**config.mk**
```make
export PLATFORM = sky130hd
export DESIGN_NAME = fetch_sequencer
export DESIGN_NICKNAME = d
export VERILOG_FILES = /design/src/rtl/fetch_sequencer_pkg.sv /design/src/rtl/fetch_sequencer_if_slot_reg.sv /design/src/rtl/fetch_sequencer.sv
export SDC_FILE = /design/constraint.sdc
export NUM_CORES = 1
export LEC_CHECK = 0
export ABC_CLOCK_PERIOD_IN_PS = 1600
export BUFFER_PORTS_ARGS = -buffer_cell sky130_fd_sc_hd__buf_2
export CAP_MARGIN = 20
export CORE_MARGIN = 1
export CORE_UTILIZATION = 47
export CTS_BUF_LIST = sky130_fd_sc_hd__clkbuf_2
export DETAILED_ROUTE_END_ITERATION = 10
export GPL_ROUTABILITY_DRIVEN = 0
export PLACE_DENSITY_LB_ADDON = 0.25
export SYNTH_ARGS = -nofsm -noshare
export SYNTH_HDL_FRONTEND = slang
export SYNTH_SLANG_ARGS = --single-unit
```
**constraint.sdc**
```tcl
create_clock -name clk -period 1.6 [get_ports clk]
set_input_delay 0.08 -clock clk [delete_from_list [all_inputs] [get_ports clk]]
set_output_delay 0.08 -clock clk [all_outputs]
set_load 0.05 [all_outputs]
```
**src/rtl/fetch_sequencer_pkg.sv**
```systemverilog
// ---------------------------------------------------------------------------
// fetch_sequencer_pkg
// Shared definitions for the fetch sequencer slice.
//   - Default widths for instruction address, instruction word and counter.
//   - state_t : sequencer FSM encoding, visible on the 'state' port as
//               00 IDLE, 01 FETCH, 10 DRAIN, 11 HALTED.
// ---------------------------------------------------------------------------
package fetch_sequencer_pkg;

    localparam int ADDR_W_DEF  = 10;
    localparam int INSTR_W_DEF = 16;
    localparam int CNT_W_DEF   = 16;

    typedef enum logic [1:0] {
        ST_IDLE   = 2'b00,
        ST_FETCH  = 2'b01,
        ST_DRAIN  = 2'b10,
        ST_HALTED = 2'b11
    } state_t;

endpackage

```
**src/rtl/fetch_sequencer_if_slot_reg.sv**
```systemverilog
// ---------------------------------------------------------------------------
// fetch_sequencer_if_slot_reg
// One-entry IF/ID register with a valid/ready handshake and a flush input.
// Ports:
//   clk, rst_n           clock, asynchronous active-low reset
//   flush                drop the held entry (wins over everything else)
//   load                 capture load_instr/load_pc; caller only loads when
//                        the slot is free (!valid | ready)
//   load_instr, load_pc  data to capture
//   ready                downstream consumes the entry when valid & ready
//   valid, instr, pc     held entry
// ---------------------------------------------------------------------------
import fetch_sequencer_pkg::*;

module fetch_sequencer_if_slot_reg #(
    parameter int INSTR_W = INSTR_W_DEF,
    parameter int ADDR_W  = ADDR_W_DEF
) (
    input  logic               clk,
    input  logic               rst_n,
    input  logic               flush,
    input  logic               load,
    input  logic [INSTR_W-1:0] load_instr,
    input  logic [ADDR_W-1:0]  load_pc,
    input  logic               ready,
    output logic               valid,
    output logic [INSTR_W-1:0] instr,
    output logic [ADDR_W-1:0]  pc
);

    logic               valid_reg;
    logic [INSTR_W-1:0] instr_reg;
    logic [ADDR_W-1:0]  pc_reg;

    always_ff @(posedge clk or negedge rst_n) begin
        if (!rst_n) begin
            valid_reg <= 1'b0;
            instr_reg <= '0;
            pc_reg    <= '0;
        end else if (flush) begin
            valid_reg <= 1'b0;
        end else if (load) begin
            valid_reg <= 1'b1;
            instr_reg <= load_instr;
            pc_reg    <= load_pc;
        end else if (ready) begin
            // consumed with nothing behind it; when !ready the entry holds
            valid_reg <= 1'b0;
        end
    end

    assign valid = valid_reg;
    assign instr = instr_reg;
    assign pc    = pc_reg;

endmodule

```
**src/rtl/fetch_sequencer.sv**
```systemverilog
// ---------------------------------------------------------------------------
// fetch_sequencer
// Program counter and fetch controller in front of a combinational
// instruction memory. Fetched words go into a one-entry IF/ID slot toward
// decode; branch/JALR redirects reload the pc and flush the slot.
// Ports:
//   clk, rst_n                 clock, asynchronous active-low reset
//   start, halt_req            run control (halt wins over start)
//   redirect_vld, redirect_pc  taken branch/JALR target
//   imem_addr / imem_instr     instruction memory address / read data
//   if_valid, if_instr, if_pc  IF/ID slot toward decode
//   if_ready                   decode accepts the slot
//   state                      00 IDLE, 01 FETCH, 10 DRAIN, 11 HALTED
//   pc_wrapped                 sticky: pc rolled over from all-ones to 0
//   fetch_cnt                  saturating count of accepted instructions
// ---------------------------------------------------------------------------
import fetch_sequencer_pkg::*;

module fetch_sequencer #(
    parameter int ADDR_W   = ADDR_W_DEF,
    parameter int INSTR_W  = INSTR_W_DEF,
    parameter int RESET_PC = 0,
    parameter int CNT_W    = CNT_W_DEF
) (
    input  logic               clk,
    input  logic               rst_n,
    input  logic               start,
    input  logic               halt_req,
    input  logic               redirect_vld,
    input  logic [ADDR_W-1:0]  redirect_pc,
    output logic [ADDR_W-1:0]  imem_addr,
    input  logic [INSTR_W-1:0] imem_instr,
    output logic               if_valid,
    output logic [INSTR_W-1:0] if_instr,
    output logic [ADDR_W-1:0]  if_pc,
    input  logic               if_ready,
    output logic [1:0]         state,
    output logic               pc_wrapped,
    output logic [CNT_W-1:0]   fetch_cnt
);

    state_t            state_reg, state_next;
    logic [ADDR_W-1:0] pc_reg, pc_next;
    logic              pc_wrapped_reg, pc_wrapped_next;
    logic [CNT_W-1:0]  fetch_cnt_reg, fetch_cnt_next;
    logic              slot_free;
    logic              fire;

    assign slot_free = !if_valid || if_ready;

    // ---- FSM: state register ----
    always_ff @(posedge clk or negedge rst_n) begin
        if (!rst_n) state_reg <= ST_IDLE;
        else        state_reg <= state_next;
    end

    // ---- FSM: next state ----
    always_comb begin
        state_next = state_reg;
        case (state_reg)
            // a redirect while stopped only moves the pc
            ST_IDLE, ST_HALTED:
                if (start && !halt_req && !redirect_vld) state_next = ST_FETCH;
            ST_FETCH:
                if (halt_req) state_next = ST_DRAIN;
            ST_DRAIN:
                if (slot_free) state_next = ST_HALTED;
            default:
                state_next = ST_IDLE;
        endcase
    end

    // ---- FSM: outputs ----
    // The halt request cycle itself issues no fetch.
    always_comb begin
        fire = (state_reg == ST_FETCH) && slot_free && !redirect_vld && !halt_req;
    end

    // ---- pc, wrap flag and retired-fetch counter ----
    always_comb begin
        pc_next         = pc_reg;
        pc_wrapped_next = pc_wrapped_reg;
        if (redirect_vld) begin
            pc_next = redirect_pc;
        end else if (fire) begin
            pc_next = pc_reg + ADDR_W'(1);
            if (&pc_reg) pc_wrapped_next = 1'b1;
        end
    end

    always_comb begin
        fetch_cnt_next = fetch_cnt_reg;
        if (if_valid && if_ready && !(&fetch_cnt_reg))
            fetch_cnt_next = fetch_cnt_reg + CNT_W'(1);
    end

    always_ff @(posedge clk or negedge rst_n) begin
        if (!rst_n) begin
            pc_reg         <= ADDR_W'(RESET_PC);
            pc_wrapped_reg <= 1'b0;
            fetch_cnt_reg  <= '0;
        end else begin
            pc_reg         <= pc_next;
            pc_wrapped_reg <= pc_wrapped_next;
            fetch_cnt_reg  <= fetch_cnt_next;
        end
    end

    fetch_sequencer_if_slot_reg #(
        .INSTR_W (INSTR_W),
        .ADDR_W  (ADDR_W)
    ) u_if_slot (
        .clk        (clk),
        .rst_n      (rst_n),
        .flush      (redirect_vld),
        .load       (fire),
        .load_instr (imem_instr),
        .load_pc    (pc_reg),
        .ready      (if_ready),
        .valid      (if_valid),
        .instr      (if_instr),
        .pc         (if_pc)
    );

    assign imem_addr  = pc_reg;
    assign state      = state_reg;
    assign pc_wrapped = pc_wrapped_reg;
    assign fetch_cnt  = fetch_cnt_reg;

endmodule

```
==> impl_summary.txt, run 1 <==
----------------------------------------------------
[Global routing]
  Grt total ovfl ... 0
  Global-route wire length before repair ... 9.77 mm
  Overall fraction of global-route tracks in use ... between 20% and 30%
  Number of antenna violations at the first check in global routing ... 0
  Pin count of the biggest net entering global routing ... 57
  Vias in the first global route ... 2138

[Yosys]
  Mapped Avg Cell Area ... between 10 and 15 um2
  Number of cells produced by synthesis ... 220
  Cell accounting for the most synthesized area ... sky130_fd_sc_hd__dfrtp_1
  Number of enable-type register cells in the synthesized netlist ... 0
  Total number of yosys warnings ... 0
  Most numerous cell in the Yosys netlist ... sky130_fd_sc_hd__dfrtp_1
  Unique masters post-synth ... 37
  Biggest area contributors in the synthesized netlist ... sky130_fd_sc_hd__dfrtp_1 (53%), sky130_fd_sc_hd__mux2_1 (8.5%), sky130_fd_sc_hd__mux2_2 (5.1%)
  Post-synthesis async set-or-reset flop share ... between 90% and 100%
  Synthesized net count ... 256
  Area of the mapped netlist ... ~0.0026 mm2
  Top cell type's share of synthesized area ... between 50 and 60%
  Leading register cell type out of synthesis ... sky130_fd_sc_hd__dfrtp_1
  Most frequent cells after synthesis ... sky130_fd_sc_hd__dfrtp_1 (56), sky130_fd_sc_hd__mux2_1 (20), sky130_fd_sc_hd__o21ai_0 (16)
  Post-synthesis register bit count ... 56
  Share of synthesized area occupied by flip-flops and latches ... around 53%

[Power]
  Power density over the cells ... 1530 mW/mm2
  Power, Total ... approximately 5900 uW
  Switch share ... 48.5%
  Combinational power share ... slightly above 50%
  Static leakage ... approximately 0.0018 uW
  Seq pwr share ... 36.2%
  Internal power consumption ... about 3000 uW
  Worst voltage drop across the vdd grid ... 1060 uV
  Sw Pwr ... 2840 uW
  Clock power frac ... between 10% and 20%

[Timing]
  Worst Tran Pin Value ... about 300 ps
  Minimum period implied by the final worst setup slack ... 1640 ps
  Tcrit/Tclk final ... 102%
  Maximum clock frequency ... 0.610 GHz
  Number of pins with negative max-slew slack in the final report ... 0
  Worst slew margin relative to its limit ... 80.0%
  Final number of hold-violating endpoints ... 0
  Post-route setup slack ... -39.5 ps
  Setup violation total in the final timing report ... 22
  Final setup skew ... 25.3 ps
  Unrepaired setup endpoints after global routing ... true

[Place]
  HPWL after detailed placement ... 3.92 mm
  PortBufs ... 87

[Cells and area]
  Final Util ... ~73%
  Number of antenna diodes ... 0
  Post-synthesis to final-layout area growth ... 44.4%
  Fraction of final layout cells sized beyond drive strength 1 ... between 40% and 50%
  Final Net Count ... 397

[Flow run]
  Max-capacitance violation count ... 0

[Routing]
  Number of DRC markers after the initial detailed-route iteration ... 85
  Residual DRC count ... 0
  Length of the first detailed-routing pass in iterations ... 4
  Avg Vias per Cell ... between 5 and 6
  DR WL/cell ... 13.9 um
  Total via count after detailed routing ... 2199
  Final Routed Wirelength ... 6.00 mm
  Antenna-violating nets left ... 0

[Floorplan]
  Boundary Pins ... a little under 90
  Starting density of the core ... between 50 and 60%
  Core Area ... 0.00527 mm2
  Die extent in y ... 77.1 um
  Row Count ... 26
  Die footprint ... 0.00594 mm2
  DIE WIDTH ... approximately 77 um

[CTS]
  CTS buffer count ... 5
  TritonCTS clock tree ... yes
  H-tree depth reported by CTS ... 2
  Clock-pin slew of the registers on the worst-case setup and hold paths ... 300 ps
  Clock latency of the later-clocked register in the worst-skew pair ... 470 ps
  Sinks on the clock net ... 56
  Maximum number of buffers from clock root to sink ... 2
  Clock root buffer master ... sky130_fd_sc_hd__clkbuf_2

[Setup path]
  Crit path capture type ... register
  Peak fanout along the critical path ... 13
  Data required time at the worst endpoint ... about 2000 ps
  Crit path kind ... reg2reg
  Arrival time at the worst endpoint ... ~2000 ps
  Element type at the critical path start ... register

[Outcome]
  Status ... finished, violations left
  Violations in the final reports ... setup timing

[Min path]
  Hold Crit Class ... in2reg

----------------------------------------------------
[power groups by stage]
stage / Clock [uW] / Sequential (uW) / Combinational (uW)
3_5_place_dp: 0 / 2140 / 2830
2_1_floorplan: 0 / 3640 / 627
5_1_grt: 808 / 2190 / 3160
6_report: 733 / 2120 / 3010
3_3_place_gp: 0 / 2130 / 2790
4_1_cts: 764 / 2120 / 2890
[cells in the final DEF (no fill, tap or decap), types with 4 or more instances in the layout]
master and count:
sky130_fd_sc_hd__o21ai_0 12, sky130_fd_sc_hd__mux2_1 18, sky130_fd_sc_hd__mux2_4 7, sky130_fd_sc_hd__inv_1 5, sky130_fd_sc_hd__clkbuf_2 5, sky130_fd_sc_hd__o21ai_1 4, sky130_fd_sc_hd__dfrtp_2 16, sky130_fd_sc_hd__o211ai_2 5
sky130_fd_sc_hd__dlygate4sd3_1 30, sky130_fd_sc_hd__nand4_1 11, sky130_fd_sc_hd__dfrtp_1 40, sky130_fd_sc_hd__xnor2_1 9, sky130_fd_sc_hd__xor2_1 6, sky130_fd_sc_hd__buf_2 87, sky130_fd_sc_hd__buf_4 20, sky130_fd_sc_hd__nor2_1 10
sky130_fd_sc_hd__nand3_1 6, sky130_fd_sc_hd__mux2_2 7, sky130_fd_sc_hd__buf_6 4, sky130_fd_sc_hd__nand2_1 13
[cells by family after synthesis]
family | share of synthesized area [%]
compound gates | 8.50
fa+ha+maj | 1.89
mux | 14.4
flops | 52.9
xor+xnor | 4.96
simple gates | 14.3
buf+inv | 3.12
[metal layers]
metal / vias up / share of wire, % / wire length [um] / track usage, %
met5: - / 0 / 0 / 0
met4: 0 / 1.1 / 65 / 6.23
met3: 6 / 4.5 / 268 / 5.12
met2: 67 / 51 / 3090 / 36.5
met1: 1056 / 43 / 2580 / 25.3
li1: 1070 / - / - / -
[critical path: stages (launching register included)]
cell and delay (ps):
sky130_fd_sc_hd__dfrtp_2 500, sky130_fd_sc_hd__inv_2 70, sky130_fd_sc_hd__ha_4 140, sky130_fd_sc_hd__nand2b_4 70
sky130_fd_sc_hd__nor3_4 210, sky130_fd_sc_hd__buf_6 200, sky130_fd_sc_hd__mux2_1 350
[metrics by stage]
| stage | instance area [um2] | setup TNS, ps | instances | setup slack [ps] | hold slack [ps] |
|---|---|---|---|---|---|
| 2_1_floorplan | 2740 | -4280 | 220 | -192 | -216 |
| 3_3_place_gp | 3360 | 0 | 389 | 57.1 | 102 |
| 3_5_place_dp | 3360 | 0 | 389 | 3.46 | 111 |
| 4_1_cts | 3730 | -252 | 427 | -24.3 | 22.2 |
| 5_1_grt | 3820 | -1380 | 432 | -65.5 | 11.8 |
| 6_report | 3820 | -393 | 432 | -39.5 | 7.44 |
[cell type report]
| class | instances | area, um2 |
|---|---|---|
| sequential | 56 | 1420 |
| fill | 387 | 1450 |
| clock buffer | 5 | 25.0 |
| clock inverter | 3 | 46.3 |
| inverter | 6 | 22.5 |
| tap | 70 | 87.6 |
| timing repair buffer | 142 | 951 |
| multi-input combinational | 150 | 1270 |
[repair_timing]
action                                 in CTS  in global routing
setup buffers                               0                  5
hold buffers                               30                  0
resized for setup                           0                 13
setup endpoints to repair                  24                 36
endpoints found under the hold margin      85                  0
pin swaps                                   0                  4
[worst paths after layout]
path	startpoint	endpoint	slack, ps	cells after the start
min reg2reg	fetch_cnt[3]$_DFFE_PN0P_	fetch_cnt[3]$_DFFE_PN0P_	510	1
min in group asynchronous	rst_n	u_if_slot.pc[5]$_DFFE_PN0P_	90	3
max in group asynchronous	rst_n	fetch_cnt[0]$_DFFE_PN0P_	1230	3
max	state[1]$_DFFE_PN0P_	u_if_slot.instr[14]$_DFFE_PN0P_	-40	6
max reg2reg	state[1]$_DFFE_PN0P_	u_if_slot.instr[14]$_DFFE_PN0P_	-40	6
min	redirect_vld	imem_addr[3]$_DFFE_PN0P_	7	3
No activity file was read; power rests on OpenSTA's default activity.
==> run 2: changes to the inputs <==
--- a/config.mk
+++ b/config.mk
@@ -13,7 +13,9 @@
 export CTS_BUF_LIST = sky130_fd_sc_hd__clkbuf_2
 export DETAILED_ROUTE_END_ITERATION = 10
 export GPL_ROUTABILITY_DRIVEN = 0
+export MAX_ROUTING_LAYER = met4
 export PLACE_DENSITY_LB_ADDON = 0.25
+export REMOVE_ABC_BUFFERS = 1
 export SYNTH_ARGS = -nofsm -noshare
 export SYNTH_HDL_FRONTEND = slang
 export SYNTH_SLANG_ARGS = --single-unit
==> run 2 against run 1 <==
Net effect:
- routed wire length up 16%
- design area increased by 4.8%
- clock-buffer cell count stayed put
- clock power barely moved
- critical path depth is 1 higher
- maximum frequency down 1.7%
- non-clock buffer count rose by 9
- largest cell class unchanged
- die area stayed put
- first-iteration DRC count is 26% lower
- global-route usage grew 0.69 points
- highest routed layer unchanged
- the run still ends with setup timing left
==> impl_summary.txt, run 2 (synthesis gave the netlist of run 1 again) <==
----------------------------------------------------
[Routing]
  Residual DRC count ... 0 (unchanged)
  Antenna-violating nets left ... 0 (unchanged)
  DR WL/cell ... 15.8 um (+14%)
  Final Routed Wirelength ... 6.97 mm (+16%)
  Total via count after detailed routing ... 2290 (+4.1%)
  Avg Vias per Cell ... 5.19 (+2.0%)
  Number of DRC markers after the initial detailed-route iteration ... 63 (-26%)
  Length of the first detailed-routing pass in iterations ... 5 (+1)

[Timing]
  Setup Total Neg Slack ... -954 ps (-562 ps)
  Final Hold Slack ... 35.3 ps (+27.9 ps)
  Final number of hold-violating endpoints ... 0 (unchanged)
  Worst Tran Pin Value ... 528 ps (+228 ps)
  Final setup skew ... 23.0 ps (-2.23 ps)
  Worst slew margin relative to its limit ... 64.8% (-15 points)
  Post-route setup slack ... -68.2 ps (-28.7 ps)
  Number of pins with negative max-slew slack in the final report ... 0 (unchanged)
  Minimum period implied by the final worst setup slack ... 1670 ps (+28.7 ps)
  Setup violation total in the final timing report ... 25 (+14%)
  Unrepaired setup endpoints after global routing ... true
  Maximum clock frequency ... 0.599 GHz (-1.7%)
  Tcrit/Tclk final ... 104% (+1.8 points)

[Setup path]
  Peak fanout along the critical path ... 7 (-6)
  Element type at the critical path start ... register
  Setup slack on the worst flop-to-flop path ... -70 ps (-30 ps)
  Crit path kind ... reg2reg
  Number of cells on the worst reg-to-reg path ... 7 (+1)
  Data required time at the worst endpoint ... 1990 ps (+20 ps)
  Crit path capture type ... register
  Critical Path Source ... state[1]$_DFFE_PN0P_
  Arrival time at the worst endpoint ... 2060 ps (+50 ps)
  Worst reg2reg endpoint ... u_if_slot.pc[3]$_DFFE_PN0P_
  Launch instance of the worst register-to-register path ... state[1]$_DFFE_PN0P_

[Cells and area]
  Commonest cells after routing, fill and taps aside ... sky130_fd_sc_hd__buf_2 (87), sky130_fd_sc_hd__dfrtp_1 (56), sky130_fd_sc_hd__dlygate4sd3_1 (30), sky130_fd_sc_hd__buf_4 (25), sky130_fd_sc_hd__mux2_4 (21)
  Number of antenna diodes ... 0 (unchanged)
  Final Util ... 76.1% (+3.5 points)
  Combined area of the multi-input logic cells ... 0.00134 mm2 (+5.7%)
  Fraction of final layout cells sized beyond drive strength 1 ... 48.5% (+0.73 points)
  Post-synthesis to final-layout area growth ... 51.3%
  Total of fill cells in the finished design ... 362 (-6.5%)
  Leading cell type in the layout, fill and taps excluded ... sky130_fd_sc_hd__buf_2
  Final Net Count ... 406 (+2.3%)
  Register area ... 0.00140 mm2 (-1.4%)

[Flow run]
  Max-capacitance violation count ... 0 (unchanged)

[CTS]
  Sinks on the clock net ... 56 (unchanged)
  H-tree depth reported by CTS ... 2 (unchanged)
  Clock latency of the later-clocked register in the worst-skew pair ... 480 ps (about the same)
  Clock-pin slew of the registers on the worst-case setup and hold paths ... 270 ps (-30 ps)
  Clock root buffer master ... sky130_fd_sc_hd__clkbuf_2
  Maximum number of buffers from clock root to sink ... 2 (unchanged)
  CTS buffer count ... 5 (unchanged)
  TritonCTS clock tree ... yes

[Global routing]
  Global-route wire length before repair ... 9.80 mm (+0.29%)
  Grt total ovfl ... 0 (unchanged)
  Overall fraction of global-route tracks in use ... 21.5% (+0.69 points)
  Number of antenna violations at the first check in global routing ... 0 (unchanged)
  Pin count of the biggest net entering global routing ... 35 (-39%)
  Vias in the first global route ... 2157 (+0.89%)

[Power]
  Power density over the cells ... 1540 mW/mm2 (+0.59%)
  Power, Total ... 6190 uW (+5.4%)
  Static leakage ... 0.00195 uW (+5.4%)
  Worst voltage drop across the vdd grid ... 1090 uV (+2.9%)

[Min path]
  Instance count along the most critical hold path ... 5 (+2)
  Hold Crit Class ... in2reg
  Hold wc startpoint ... halt_req
  Worst Hold Path EP ... state[0]$_DFFE_PN0P_

[Place]
  HPWL after detailed placement ... 4.10 mm (+4.6%)
  PortBufs ... 87 (unchanged)

[Floorplan]
  Die extent in y ... 77.1 um (unchanged)
  Die footprint ... 0.00594 mm2 (unchanged)
  Core Area ... 0.00527 mm2 (unchanged)
  DIE WIDTH ... 77.1 um (unchanged)
  Starting density of the core ... 50.3% (unchanged)
  Boundary Pins ... 88 (unchanged)
  Row Count ... 26 (unchanged)

[Outcome]
  Status ... finished, violations left
  Violations in the final reports ... setup timing

----------------------------------------------------
==> run 2: cell types whose count changed in the layout (fill, tap and decap cells not counted), sizes merged <==
cell    previous run  this run
clkbuf             5         7
buf              112       119
==> run 2: timing repair <==
action / 4_1_cts / 5_1_grt
cloned: 0 / 3
setup buffers: 0 / 5
pin swaps: 1 / 16
setup endpoints to repair: 16 / 46
hold endpoints to repair: 85 / 1
gates resized for setup: 4 / 42
hold buffers: 29 / 1
==> run 2: area by class of cell <==
cell class / count / area share [%]
Sequential cell: 56 / 35.0
Timing Repair Buffer: 151 / 27.0
Multi-Input combinational cell: 150 / 33.5
Clock buffer: 5 / 0.624
Tap cell: 70 / 2.18
Clock inverter: 3 / 1.15
Inverter: 6 / 0.562
==> run 2: layer usage <==
| metal | vias to the layer above | global-route usage (%) | part of all wire, % |
|---|---|---|---|
| met5 | - | - | 0 |
| met4 | 0 | 5.66 | 0.92 |
| met3 | 6 | 3.57 | 3.2 |
| met2 | 61 | 35.4 | 51 |
| met1 | 1136 | 27.8 | 45 |
| li1 | 1087 | - | - |
==> run 2: worst max-delay path by stage <==
stage | end | cells after the start | slack, ps
floorplan | u_if_slot.instr[10]$_DFFE_PN0P_ | 4 | -630
global placement | imem_addr[9]$_DFFE_PN0P_ | 6 | 0.5
detailed placement | imem_addr[9]$_DFFE_PN0P_ | 6 | -70
CTS | u_if_slot.instr[1]$_DFFE_PN0P_ | 6 | -20
global route | u_if_slot.instr[13]$_DFFE_PN0P_ | 7 | -120
finish | u_if_slot.pc[3]$_DFFE_PN0P_ | 7 | -70
==> run 2: worst max-delay path, cell delays in order (launching register included) <==
cell	delay, ps
sky130_fd_sc_hd__dfrtp_1	460
sky130_fd_sc_hd__inv_2	70
sky130_fd_sc_hd__ha_4	150
sky130_fd_sc_hd__nand2b_4	70
sky130_fd_sc_hd__nor3_4	220
sky130_fd_sc_hd__buf_6	150
sky130_fd_sc_hd__clkbuf_16	150
sky130_fd_sc_hd__mux2_1	310
==> run 2: through the flow <==
| step | setup WS, ps | instances | cell area (um2) |
|---|---|---|---|
| after detailed placement | -65.1 | 395 | 3340 |
| after CTS | -20.8 | 432 | 3720 |
| after global placement | 0.518 | 395 | 3340 |
| after floorplan | -634 | 212 | 2590 |
| after global routing | -118 | 441 | 4010 |
| final | -68.2 | 441 | 4010 |
==> run 2: report_power, final <==
group | leakage [uW] | internal (uW) | switching (uW)
sequential | 0.000696 | 1830 | 280
combinational | 0.00121 | 1150 | 2180
clock | 0.0000396 | 269 | 467
==> run 3: changes to the inputs <==
--- a/config.mk
+++ b/config.mk
@@ -11,11 +11,14 @@
 export CORE_MARGIN = 1
 export CORE_UTILIZATION = 47
 export CTS_BUF_LIST = sky130_fd_sc_hd__clkbuf_2
+export CTS_CLUSTER_DIAMETER = 120
 export DETAILED_ROUTE_END_ITERATION = 10
 export GPL_ROUTABILITY_DRIVEN = 0
 export MAX_ROUTING_LAYER = met4
 export PLACE_DENSITY_LB_ADDON = 0.25
+export RECOVER_POWER = 25
 export REMOVE_ABC_BUFFERS = 1
 export SYNTH_ARGS = -nofsm -noshare
 export SYNTH_HDL_FRONTEND = slang
 export SYNTH_SLANG_ARGS = --single-unit
+export TNS_END_PERCENT = 30
==> run 3 against run 2 <==
Net effect:
- the flow still finishes with violations (setup timing)
- non-clock buffer count shrank 2
- routed wire length shrank 6.0%
- clock power about the same
- sequential share of layout area rose by 0.79 points
- die area is the same
- global-route usage unchanged
- critical path type unchanged
- highest routed layer unchanged
==> impl_summary.txt, run 3 (synthesis gave the netlist of run 1 again) <==
----------------------------------------------------
[Outcome]
  Status ... finished, violations left
  Violations in the final reports ... setup timing

[Setup path]
  Crit path capture type ... register
  Arrival time at the worst endpoint ... 2070 ps (about the same)
  Crit path kind ... reg2reg
  Data required time at the worst endpoint ... 2000 ps (about the same)
  Cell-by-cell listing of the critical path ... inv_2 -> ha_4 -> nand2b_4 -> nor3_4 -> buf_6 -> clkbuf_16 -> mux2_1
  Peak fanout along the critical path ... 13 (+6)
  Highest-delay cell along the critical path ... sky130_fd_sc_hd__dfrtp_1
  Element type at the critical path start ... register
  Crit path largest cell delay ... 460 ps (about the same)

[Timing]
  Worst slew margin relative to its limit ... 15.1% (-50 points)
  Final setup skew ... 27.4 ps (+4.36 ps)
  Number of pins with negative max-slew slack in the final report ... 0 (unchanged)
  Final Hold Slack ... 34.4 ps (-0.859 ps)
  Worst Tran Pin Value ... 1270 ps (+745 ps)
  Minimum period implied by the final worst setup slack ... 1670 ps (+2.12 ps)
  Tcrit/Tclk final ... 104% (+0.13 points)
  Setup violation total in the final timing report ... 26 (+4.0%)
  Maximum clock frequency ... 0.599 GHz (-0.13%)
  Final number of hold-violating endpoints ... 0 (unchanged)
  Unrepaired setup endpoints after global routing ... true
  Post-route setup slack ... -70.3 ps (-2.12 ps)

[Min path]
  Hold Crit Class ... in2reg

[Routing]
  Avg Vias per Cell ... 5.17 (-0.51%)
  Residual DRC count ... 0 (unchanged)
  Length of the first detailed-routing pass in iterations ... 4 (-1)
  Total via count after detailed routing ... 2268 (-0.96%)
  Antenna-violating nets left ... 0 (unchanged)
  Number of DRC markers after the initial detailed-route iteration ... 52 (-17%)
  DR WL/cell ... 14.9 um (-5.6%)
  Final Routed Wirelength ... 6.55 mm (-6.0%)

[CTS]
  Clock-pin slew of the registers on the worst-case setup and hold paths ... 280 ps (about the same)
  Clock root buffer master ... sky130_fd_sc_hd__clkbuf_2
  Maximum number of buffers from clock root to sink ... 2 (unchanged)
  Sinks on the clock net ... 56 (unchanged)
  Clock latency of the later-clocked register in the worst-skew pair ... 480 ps (about the same)
  H-tree depth reported by CTS ... 2 (unchanged)
  CTS buffer count ... 5 (unchanged)
  TritonCTS clock tree ... yes

[Global routing]
  Vias in the first global route ... 2157 (unchanged)
  Grt total ovfl ... 0 (unchanged)
  Pin count of the biggest net entering global routing ... 35 (unchanged)
  Number of antenna violations at the first check in global routing ... 0 (unchanged)
  Overall fraction of global-route tracks in use ... 21.5% (unchanged)
  Global-route wire length before repair ... 9.80 mm (unchanged)

[Cells and area]
  Final Net Count ... 404 (-0.49%)
  Commonest cells after routing, fill and taps aside ... sky130_fd_sc_hd__buf_2 (86), sky130_fd_sc_hd__dfrtp_1 (56), sky130_fd_sc_hd__dlygate4sd3_1 (30), sky130_fd_sc_hd__buf_4 (24)
  Leading cell type in the layout, fill and taps excluded ... sky130_fd_sc_hd__buf_2
  Fraction of final layout cells sized beyond drive strength 1 ... 46.1% (-2.4 points)
  Number of antenna diodes ... 0 (unchanged)
  Post-synthesis to final-layout area growth ... 48.0%

[Power]
  Power density over the cells ... 1540 mW/mm2 (-0.31%)
  Static leakage ... 0.00192 uW (-1.7%)
  Worst voltage drop across the vdd grid ... 1060 uV (-3.3%)

[Place]
  HPWL after detailed placement ... 4.10 mm (unchanged)
  PortBufs ... 87 (unchanged)
  Post-Place Setup Slack ... -65.1 ps (unchanged)

[Floorplan]
  Die extent in y ... 77.1 um (unchanged)
  DIE WIDTH ... 77.1 um (unchanged)
  Core Area ... 0.00527 mm2 (unchanged)
  Die footprint ... 0.00594 mm2 (unchanged)
  Row Count ... 26 (unchanged)
  Starting density of the core ... 50.3% (unchanged)
  Boundary Pins ... 88 (unchanged)

[Flow run]
  Max-capacitance violation count ... 0 (unchanged)

----------------------------------------------------
## run 3: cell types whose count changed in the layout (fill, tap and decap cells not counted), moves of 2 or more
| cell | previous run | this run |
|---|---|---|
| sky130_fd_sc_hd__mux2_4 | 21 | 13 |
| sky130_fd_sc_hd__o211ai_4 | 3 | 1 |
| sky130_fd_sc_hd__mux2_2 | 5 | 10 |
| sky130_fd_sc_hd__o211ai_2 | 2 | 4 |
| sky130_fd_sc_hd__o21ai_2 | 3 | 1 |
| sky130_fd_sc_hd__o21ai_1 | 1 | 3 |
| sky130_fd_sc_hd__mux2_1 | 6 | 9 |
## run 3: final timing paths
kind / start / end / slack (ps) / depth (start not counted)
worst max-delay path: state[1]$_DFFE_PN0P_ / u_if_slot.pc[0]$_DFFE_PN0P_ / -70 / 7
worst min-delay path: halt_req / state[0]$_DFFE_PN0P_ / 30 / 5
worst max register to register: state[1]$_DFFE_PN0P_ / u_if_slot.pc[0]$_DFFE_PN0P_ / -70 / 7
worst min register to register: u_if_slot.pc[1]$_DFFE_PN0P_ / u_if_slot.pc[1]$_DFFE_PN0P_ / 530 / 1
max in group asynchronous: rst_n / u_if_slot.pc[9]$_DFFE_PN0P_ / 460 / 3
min in group asynchronous: rst_n / u_if_slot.instr[14]$_DFFE_PN0P_ / 340 / 2
## run 3: timing repair
| item | CTS | global route |
|---|---|---|
| resized for setup | 4 | 27 |
| pin swaps | 1 | 11 |
| gates cloned | 0 | 2 |
| endpoints found under the hold margin | 85 | 1 |
| endpoints found under the setup margin | 16 | 46 |
| hold buffers | 29 | 1 |
| setup buffers | 0 | 4 |
## run 3: power breakdown
part           leakage, uW  switching [uW]  internal [uW]
clock network    0.0000396             466            269
logic              0.00118            2140           1060
registers         0.000696             267           1830
## run 3: routing by layer
metal	GRT usage, %	part of all wire [%]	vias up
met1	27.8	46	1116
met4	5.66	0.98	0
met5	-	0	-
li1	-	-	1079
met2	35.4	50	67
met3	3.57	3.8	6
## run 3: per-stage QoR
step                instance area, um2  TNS (ps)  power (uW)  utilization, %  cells
floorplan                         2590    -22560        4150               -    212
global placement                  3340         0        4880            63.5    395
detailed placement                3340      -164        4940            63.5    395
CTS                               3720     -62.1        5730            70.6    432
global route                      3920     -2660        6320            74.4    439
finish                            3920     -1090        6030            74.4    439
## run 3: critical path, delay by kind of cell, from the launching register on
family / cells / cell delay [ps]
AND/OR/NAND/NOR: 2 / 300
adder cells (fa/ha/maj): 1 / 150
buffers and inverters: 3 / 380
flip-flops: 1 / 460
multiplexers: 1 / 320
## run 3: area by class of cell
type	count	area, um2
Sequential cell	56	1400
Fill cell	371	1350
Multi-Input combinational cell	150	1280
Timing Repair Buffer	149	1060
Tap cell	70	87.6
Clock inverter	3	46.3
Clock buffer	5	25.0
Inverter	6	22.5
